File: src/rtl/game_sequencer_if.sv
// Signal bundle between the game flow controller and the surrounding board
// logic (choose-player, throw, HP and wind/speed setup).
// The master drives the player and throw status and consumes the phase outputs.
// The slave is the sequencer itself.
interface game_sequencer_if;
    logic       player1_ready;
    logic       player2_ready;
    logic       current_player;
    logic       throw_flag;
    logic       in_throw_flag;
    logic       end_throw;
    logic [6:0] hp_player1;
    logic [6:0] hp_player2;
    logic       restart;
    logic [2:0] state;
    logic [2:0] turn;
    logic       turn_pulse;
    logic       throw_enable;
    logic       game_over;
    logic [1:0] winner;
    logic       timeout_pulse;

    modport master (
        output player1_ready, player2_ready, current_player, throw_flag,
               in_throw_flag, end_throw, hp_player1, hp_player2, restart,
        input  state, turn, turn_pulse, throw_enable, game_over, winner,
               timeout_pulse
    );

    modport slave (
        input  player1_ready, player2_ready, current_player, throw_flag,
               in_throw_flag, end_throw, hp_player1, hp_player2, restart,
        output state, turn, turn_pulse, throw_enable, game_over, winner,
               timeout_pulse
    );
endinterface

File: src/rtl/game_sequencer.sv
// Turn and phase controller for the two-board cat-and-dog throwing game.
// Phases: IDLE -> AIM -> FLIGHT -> SETTLE -> CHECK -> AIM / OVER.
// Optional aiming-window timeout: define GAME_SEQUENCER_AIM_TIMEOUT_EN.
// Control inputs are sampled into registers first; the FSM acts on the
// sampled values one edge later, and every output is a register.
module game_sequencer #(
    parameter int unsigned SETTLE_CYCLES      = 4,
    parameter int unsigned AIM_TIMEOUT_CYCLES = 600_000_000
) (
    input  logic             clk60MHz,
    input  logic             rst,
    game_sequencer_if.slave  bus
);

    typedef enum logic [2:0] {
        S_IDLE   = 3'd0,
        S_AIM    = 3'd1,
        S_FLIGHT = 3'd2,
        S_SETTLE = 3'd3,
        S_CHECK  = 3'd4,
        S_OVER   = 3'd5
    } state_t;

    state_t     st;
    logic [2:0] turn_r;
    logic       turn_pulse_r;
    logic       throw_en_r;
    logic       game_over_r;
    logic [1:0] winner_r;
    logic [7:0] settle_cnt;

    logic       ready_r;
    logic       end_r;
    logic       restart_r;
    logic       throw_r;
    logic       throw_prev;
    logic       in_throw_r;
    logic       in_throw_prev;

    logic       local_rise;
    logic       remote_rise;
    logic       accepted;
    logic [2:0] turn_inc;
    logic       aim_expired;

    // Edge detection and acceptance of the throw belonging to the active side
    always_comb begin
        local_rise  = throw_r & ~throw_prev;
        remote_rise = in_throw_r & ~in_throw_prev;
        accepted    = (turn_r[0] == bus.current_player) ? local_rise : remote_rise;
        turn_inc    = turn_r + 3'd1;
    end

    // Input sampling and previous-value registers for edge detection
    always_ff @(posedge clk60MHz) begin
        if (rst) begin
            ready_r       <= 1'b0;
            end_r         <= 1'b0;
            restart_r     <= 1'b0;
            throw_r       <= 1'b0;
            throw_prev    <= 1'b0;
            in_throw_r    <= 1'b0;
            in_throw_prev <= 1'b0;
        end else begin
            ready_r       <= bus.player1_ready & bus.player2_ready;
            end_r         <= bus.end_throw;
            restart_r     <= bus.restart;
            throw_r       <= bus.throw_flag;
            throw_prev    <= throw_r;
            in_throw_r    <= bus.in_throw_flag;
            in_throw_prev <= in_throw_r;
        end
    end

`ifdef GAME_SEQUENCER_AIM_TIMEOUT_EN
    localparam int unsigned TW = $clog2(AIM_TIMEOUT_CYCLES + 1);
    logic [TW-1:0] aim_cnt;
    logic          timeout_pulse_r;

    assign aim_expired = (aim_cnt == TW'(AIM_TIMEOUT_CYCLES - 1));

    // Aiming-window counter: zero outside AIM, restarts after a forfeit
    always_ff @(posedge clk60MHz) begin
        if (rst) begin
            aim_cnt <= '0;
        end else if (st != S_AIM || accepted || aim_expired) begin
            aim_cnt <= '0;
        end else begin
            aim_cnt <= aim_cnt + 1'b1;
        end
    end

    assign bus.timeout_pulse = timeout_pulse_r;
`else
    assign aim_expired       = 1'b0;
    assign bus.timeout_pulse = 1'b0;
`endif

    // Game-flow FSM with registered outputs
    always_ff @(posedge clk60MHz) begin
        if (rst) begin
            st           <= S_IDLE;
            turn_r       <= '0;
            turn_pulse_r <= 1'b0;
            throw_en_r   <= 1'b0;
            game_over_r  <= 1'b0;
            winner_r     <= '0;
            settle_cnt   <= '0;
`ifdef GAME_SEQUENCER_AIM_TIMEOUT_EN
            timeout_pulse_r <= 1'b0;
`endif
        end else begin
            turn_pulse_r <= 1'b0;
`ifdef GAME_SEQUENCER_AIM_TIMEOUT_EN
            timeout_pulse_r <= 1'b0;
`endif
            case (st)
                S_IDLE: begin
                    if (ready_r) begin
                        st         <= S_AIM;
                        throw_en_r <= (turn_r[0] == bus.current_player);
                    end
                end
                S_AIM: begin
                    // A throw arriving on the timeout cycle takes priority
                    if (accepted) begin
                        st         <= S_FLIGHT;
                        throw_en_r <= 1'b0;
                    end else if (aim_expired) begin
                        turn_r       <= turn_inc;
                        turn_pulse_r <= 1'b1;
`ifdef GAME_SEQUENCER_AIM_TIMEOUT_EN
                        timeout_pulse_r <= 1'b1;
`endif
                        throw_en_r   <= (turn_inc[0] == bus.current_player);
                    end else begin
                        throw_en_r <= (turn_r[0] == bus.current_player);
                    end
                end
                S_FLIGHT: begin
                    throw_en_r <= 1'b0;
                    if (end_r) begin
                        st         <= S_SETTLE;
                        settle_cnt <= 8'(SETTLE_CYCLES - 1);
                    end
                end
                S_SETTLE: begin
                    if (settle_cnt == 8'd0) begin
                        st <= S_CHECK;
                    end else begin
                        settle_cnt <= settle_cnt - 8'd1;
                    end
                end
                S_CHECK: begin
                    if (bus.hp_player1 == '0 && bus.hp_player2 == '0) begin
                        winner_r    <= 2'b11;
                        game_over_r <= 1'b1;
                        st          <= S_OVER;
                    end else if (bus.hp_player1 == '0) begin
                        winner_r    <= 2'b10;
                        game_over_r <= 1'b1;
                        st          <= S_OVER;
                    end else if (bus.hp_player2 == '0) begin
                        winner_r    <= 2'b01;
                        game_over_r <= 1'b1;
                        st          <= S_OVER;
                    end else begin
                        turn_r       <= turn_inc;
                        turn_pulse_r <= 1'b1;
                        throw_en_r   <= (turn_inc[0] == bus.current_player);
                        st           <= S_AIM;
                    end
                end
                S_OVER: begin
                    if (restart_r) begin
                        st          <= S_IDLE;
                        turn_r      <= '0;
                        winner_r    <= '0;
                        game_over_r <= 1'b0;
                    end
                end
                default: st <= S_IDLE;
            endcase
        end
    end

    assign bus.state        = st;
    assign bus.turn         = turn_r;
    assign bus.turn_pulse   = turn_pulse_r;
    assign bus.throw_enable = throw_en_r;
    assign bus.game_over    = game_over_r;
    assign bus.winner       = winner_r;

endmodule

File: src/flat_wrapper.sv
// flat-port wrapper written by rule: the top's interface ports become plain ports
module game_sequencer_flat 
#(
    parameter int unsigned SETTLE_CYCLES      = 4,
    parameter int unsigned AIM_TIMEOUT_CYCLES = 600_000_000
)
  (clk60MHz, rst, bus_player1_ready, bus_player2_ready, bus_current_player, bus_throw_flag, bus_in_throw_flag, bus_end_throw, bus_hp_player1, bus_hp_player2, bus_restart, bus_state, bus_turn, bus_turn_pulse, bus_throw_enable, bus_game_over, bus_winner, bus_timeout_pulse);
  game_sequencer_if bus_i ();
  input  logic clk60MHz;
  input  logic rst;
  input wire logic [$bits(bus_i.player1_ready)-1:0] bus_player1_ready;
  input wire logic [$bits(bus_i.player2_ready)-1:0] bus_player2_ready;
  input wire logic [$bits(bus_i.current_player)-1:0] bus_current_player;
  input wire logic [$bits(bus_i.throw_flag)-1:0] bus_throw_flag;
  input wire logic [$bits(bus_i.in_throw_flag)-1:0] bus_in_throw_flag;
  input wire logic [$bits(bus_i.end_throw)-1:0] bus_end_throw;
  input wire logic [$bits(bus_i.hp_player1)-1:0] bus_hp_player1;
  input wire logic [$bits(bus_i.hp_player2)-1:0] bus_hp_player2;
  input wire logic [$bits(bus_i.restart)-1:0] bus_restart;
  output wire logic [$bits(bus_i.state)-1:0] bus_state;
  output wire logic [$bits(bus_i.turn)-1:0] bus_turn;
  output wire logic [$bits(bus_i.turn_pulse)-1:0] bus_turn_pulse;
  output wire logic [$bits(bus_i.throw_enable)-1:0] bus_throw_enable;
  output wire logic [$bits(bus_i.game_over)-1:0] bus_game_over;
  output wire logic [$bits(bus_i.winner)-1:0] bus_winner;
  output wire logic [$bits(bus_i.timeout_pulse)-1:0] bus_timeout_pulse;
  assign bus_i.player1_ready = bus_player1_ready;
  assign bus_i.player2_ready = bus_player2_ready;
  assign bus_i.current_player = bus_current_player;
  assign bus_i.throw_flag = bus_throw_flag;
  assign bus_i.in_throw_flag = bus_in_throw_flag;
  assign bus_i.end_throw = bus_end_throw;
  assign bus_i.hp_player1 = bus_hp_player1;
  assign bus_i.hp_player2 = bus_hp_player2;
  assign bus_i.restart = bus_restart;
  assign bus_state = bus_i.state;
  assign bus_turn = bus_i.turn;
  assign bus_turn_pulse = bus_i.turn_pulse;
  assign bus_throw_enable = bus_i.throw_enable;
  assign bus_game_over = bus_i.game_over;
  assign bus_winner = bus_i.winner;
  assign bus_timeout_pulse = bus_i.timeout_pulse;
  game_sequencer #(.SETTLE_CYCLES(SETTLE_CYCLES), .AIM_TIMEOUT_CYCLES(AIM_TIMEOUT_CYCLES)) u_core (.clk60MHz(clk60MHz), .rst(rst), .bus(bus_i));
endmodule
File: config.mk
export PLATFORM = sky130hd
export DESIGN_NAME = game_sequencer_flat
export DESIGN_NICKNAME = d
export VERILOG_FILES = /design/src/rtl/game_sequencer_if.sv /design/src/rtl/game_sequencer.sv /design/src/flat_wrapper.sv
export SDC_FILE = /design/constraint.sdc
export NUM_CORES = 1
export LEC_CHECK = 0
export BUFFER_PORTS_ARGS = -buffer_cell sky130_fd_sc_hd__buf_2
export CORE_UTILIZATION = 46
export CTS_CLUSTER_DIAMETER = 150
export CTS_CLUSTER_SIZE = 25
export DETAILED_ROUTE_END_ITERATION = 10
export GPL_TIMING_DRIVEN = 1
export MAX_ROUTING_LAYER = met4
export PLACE_DENSITY_LB_ADDON = 0.05
export SLEW_MARGIN = 20
export SYNTH_ARGS = -nofsm -noshare
export SYNTH_HDL_FRONTEND = slang
export SYNTH_SLANG_ARGS = --single-unit
File: constraint.sdc
create_clock -name clk60MHz -period 2.5 [get_ports clk60MHz]
set_clock_uncertainty 0.15 [all_clocks]
set_input_delay 0.125 -clock clk60MHz [delete_from_list [all_inputs] [get_ports clk60MHz]]
set_output_delay 0.125 -clock clk60MHz [all_outputs]
set_load 0.03 [all_outputs]
==> results_dict.tcl <==
set metrics [dict create \
    final_nets 217 \
    synthCells 156 \
    grtUsageTotal_pct 20.6 \
    clk_pin_slew_worst_paths_ns 0.14 \
    ys_top_cells_by_area "dfxtp_1 39%, nor2b_1 5.6%, mux2i_1 3.7%" \
    slew_viol_final 0 \
    ys_seq_elements 26 \
    first_pass_iters 4 \
    synth_top_cell_area_share_pct 38.7 \
    regArea_um2 520 \
    yosys.area.top_type "dfxtp_1" \
    power.density_nw_per_um2 462 \
    multi_input_area_um2 752 \
    post-cts-setup-buffers 0 \
    numPortBuffers 33 \
    cellLeakagePower_nw 0.634 \
    num_antenna_cells 0 \
    ys_types 43 \
    clock_latency_ns 0.32 \
    avgSynthCellArea_um2 8.62 \
    async_reset_ff_share_pct 0 \
    via_per_inst 5.73 \
    antenna_left 0 \
    wire_per_inst_um 13.5 \
    hold_slack_ns 0.0574 \
    dieArea_um2 3140 \
    worstPathArrival_ns 2.10 \
    die_height_um 56.1 \
    critPathKind "register to register" \
    setup_viol 0 \
    clkSinkCount 26 \
    drt-total-wl_um 2990 \
    status "finished clean" \
    finalNonFillerCells 221 \
    grt_pass1_vias 1155 \
    peakVddDrop_mv 0.354 \
    yosysMostFrequentCell "dfxtp_1" \
    antenna_found_initial 0 \
    yosysWarnings 0 \
    ctsHtreeMaxLevel 1 \
    finalCriticalPeriod_ns 1.99 \
    drive_above_1_share_pct 21.6 \
    cts_resized 0 \
    overflow 0 \
    io_pins 35 \
    hold_class "primary input to register" \
    cts_root_buffer "clkbuf_4" \
    cts_tree "built" \
    start_util_pct 48.8 \
    drc_errors 0 \
    num_vias 1267 \
    cp.required_ns 2.61 \
    rsz0062_at_grt "no" \
    core_area_um2 2760 \
    dp_hpwl_um 2150 \
    area_growth_pct 18.9 \
    worst_setup_path_end_kind "register" \
    critPathLaunchType "register" \
    fin_tns_setup_ns 0 \
    num-fill-cells 257 \
    placed_cells 211 \
    slew_headroom_pct 59.1 \
    hold_viol 0 \
    max_freq_mhz 504 \
    synth_edf_count 0 \
    place.gp.congestion 0.882 \
    yosysSeqAreaShare_pct 38.7 \
    post-route-period-util_pct 79.4 \
    crit_fanout 13 \
    syn-cell-area_um2 1350 \
    cts_buffer_depth 2 \
    tightest_slew_ns 0.605 \
    drtIter0Drc 41 \
    hold_buffers 6 \
    grt_max_degree 28 \
    syn_nets 182 \
    grt_pass1_wl_um 5040 \
    std_cell_rows 19 \
    ys_top_cells_by_count "26 x dfxtp_1, 12 x nor2b_1, 10 x nand2_1, 8 x nor3_1" \
    ys.flop_type "dfxtp_1" \
    cts_inserted_buffers 3 \
    maxCapViolCount 0 \
    die_x_um 56.1 \
]
-- path summary, 6_finish.rpt --
path                       start                    to  slack, ns  depth (start not counted)
min            bus_hp_player1[3]  u_core.bus.winner[1]       0.06                          4
max          u_core.bus.state[2]    u_core.bus.turn[0]       0.51                          4
max reg2reg  u_core.bus.state[2]    u_core.bus.turn[0]       0.51                          4
min reg2reg       u_core.throw_r     u_core.throw_prev       0.32                          1
-- per-stage QoR --
stage,setup slack [ns],instance area (um^2),power [W],utilization [%]
after floorplan,0.754,1350,0.000501,-
after global placement,0.650,1500,0.000527,54.5
after detailed placement,0.574,1500,0.000528,54.5
after CTS,0.532,1600,0.000748,58.0
after global routing,0.416,1600,0.000775,58.0
final,0.514,1600,0.000739,58.0
-- where the power goes --
part	switching (W)	internal [W]	leakage, nW
logic	0.0000482	0.0000434	0.402
registers	0.0000108	0.000425	0.211
clock network	0.000123	0.0000891	0.0210
-- final cells by class --
class	count	area share, %
repair buffers	39	14.1
multi-input cells	114	47.0
clock buffers	4	2.27
well taps	31	2.43
inverters	7	1.64
flip-flops and latches	26	32.6
-- worst max-delay path, cell delays in order, from the launching register on --
cell and delay, ns:
dfxtp_1 0.60, nor2b_1 0.32, nand2_1 0.19, or4_1 0.53, a21oi_1 0.15
-- cells in the final DEF, fill, tap and decap left out, types with 2 or more instances in the layout --
cell and n:
nand2b_1 3, a21boi_1 3, dlygate4sd3_1 6, nor2_1 6, mux2i_1 5, nand3_1 3
o31ai_1 2, nor2b_1 12, ha_1 3, and2_1 2, a31oi_1 3, inv_1 7
a21oi_1 6, a211oi_1 4, o32ai_1 3, o21ai_0 3, dfxtp_1 26, nor3_1 8
and3_1 2, clkbuf_4 3, nand4_1 3, or4_1 3, or3_1 7, nor4_1 5
o311ai_0 3, nand2_1 10, buf_2 33
-- cells by family (layout without fill, tap and decap cells) --
logic type      Yosys count  after routing  share of synthesized area (%)
buf+inv                  16             50                           5.40
simple gates             69             69                           29.3
xor+xnor                  2              2                           1.86
compound gates           34             34                           18.0
flops                    26             26                           38.7
other cells               1              1                          0.279
mux                       5              5                           3.72
fa+ha+maj                 3              3                           2.79
-- state kept, by name (all words and copies together), names as in the netlist --
register	count
u_core.bus.game_over	1
u_core.bus.state	3
u_core.bus.throw_enable	1
u_core.bus.turn	3
u_core.bus.turn_pulse	1
u_core.bus.winner	2
u_core.end_r	1
u_core.in_throw_prev	1
u_core.in_throw_r	1
u_core.ready_r	1
u_core.restart_r	1
u_core.settle_cnt	8
u_core.throw_prev	1
u_core.throw_r	1
-- metal layers --
layer	vias up	GRT usage [%]	routed length (um)
met5	-	-	0
met4	0	8.71	28
met3	4	2.33	79
met2	28	34.0	1490
met1	592	25.5	1390
li1	643	-	-
No activity file was read; power rests on OpenSTA's default activity.
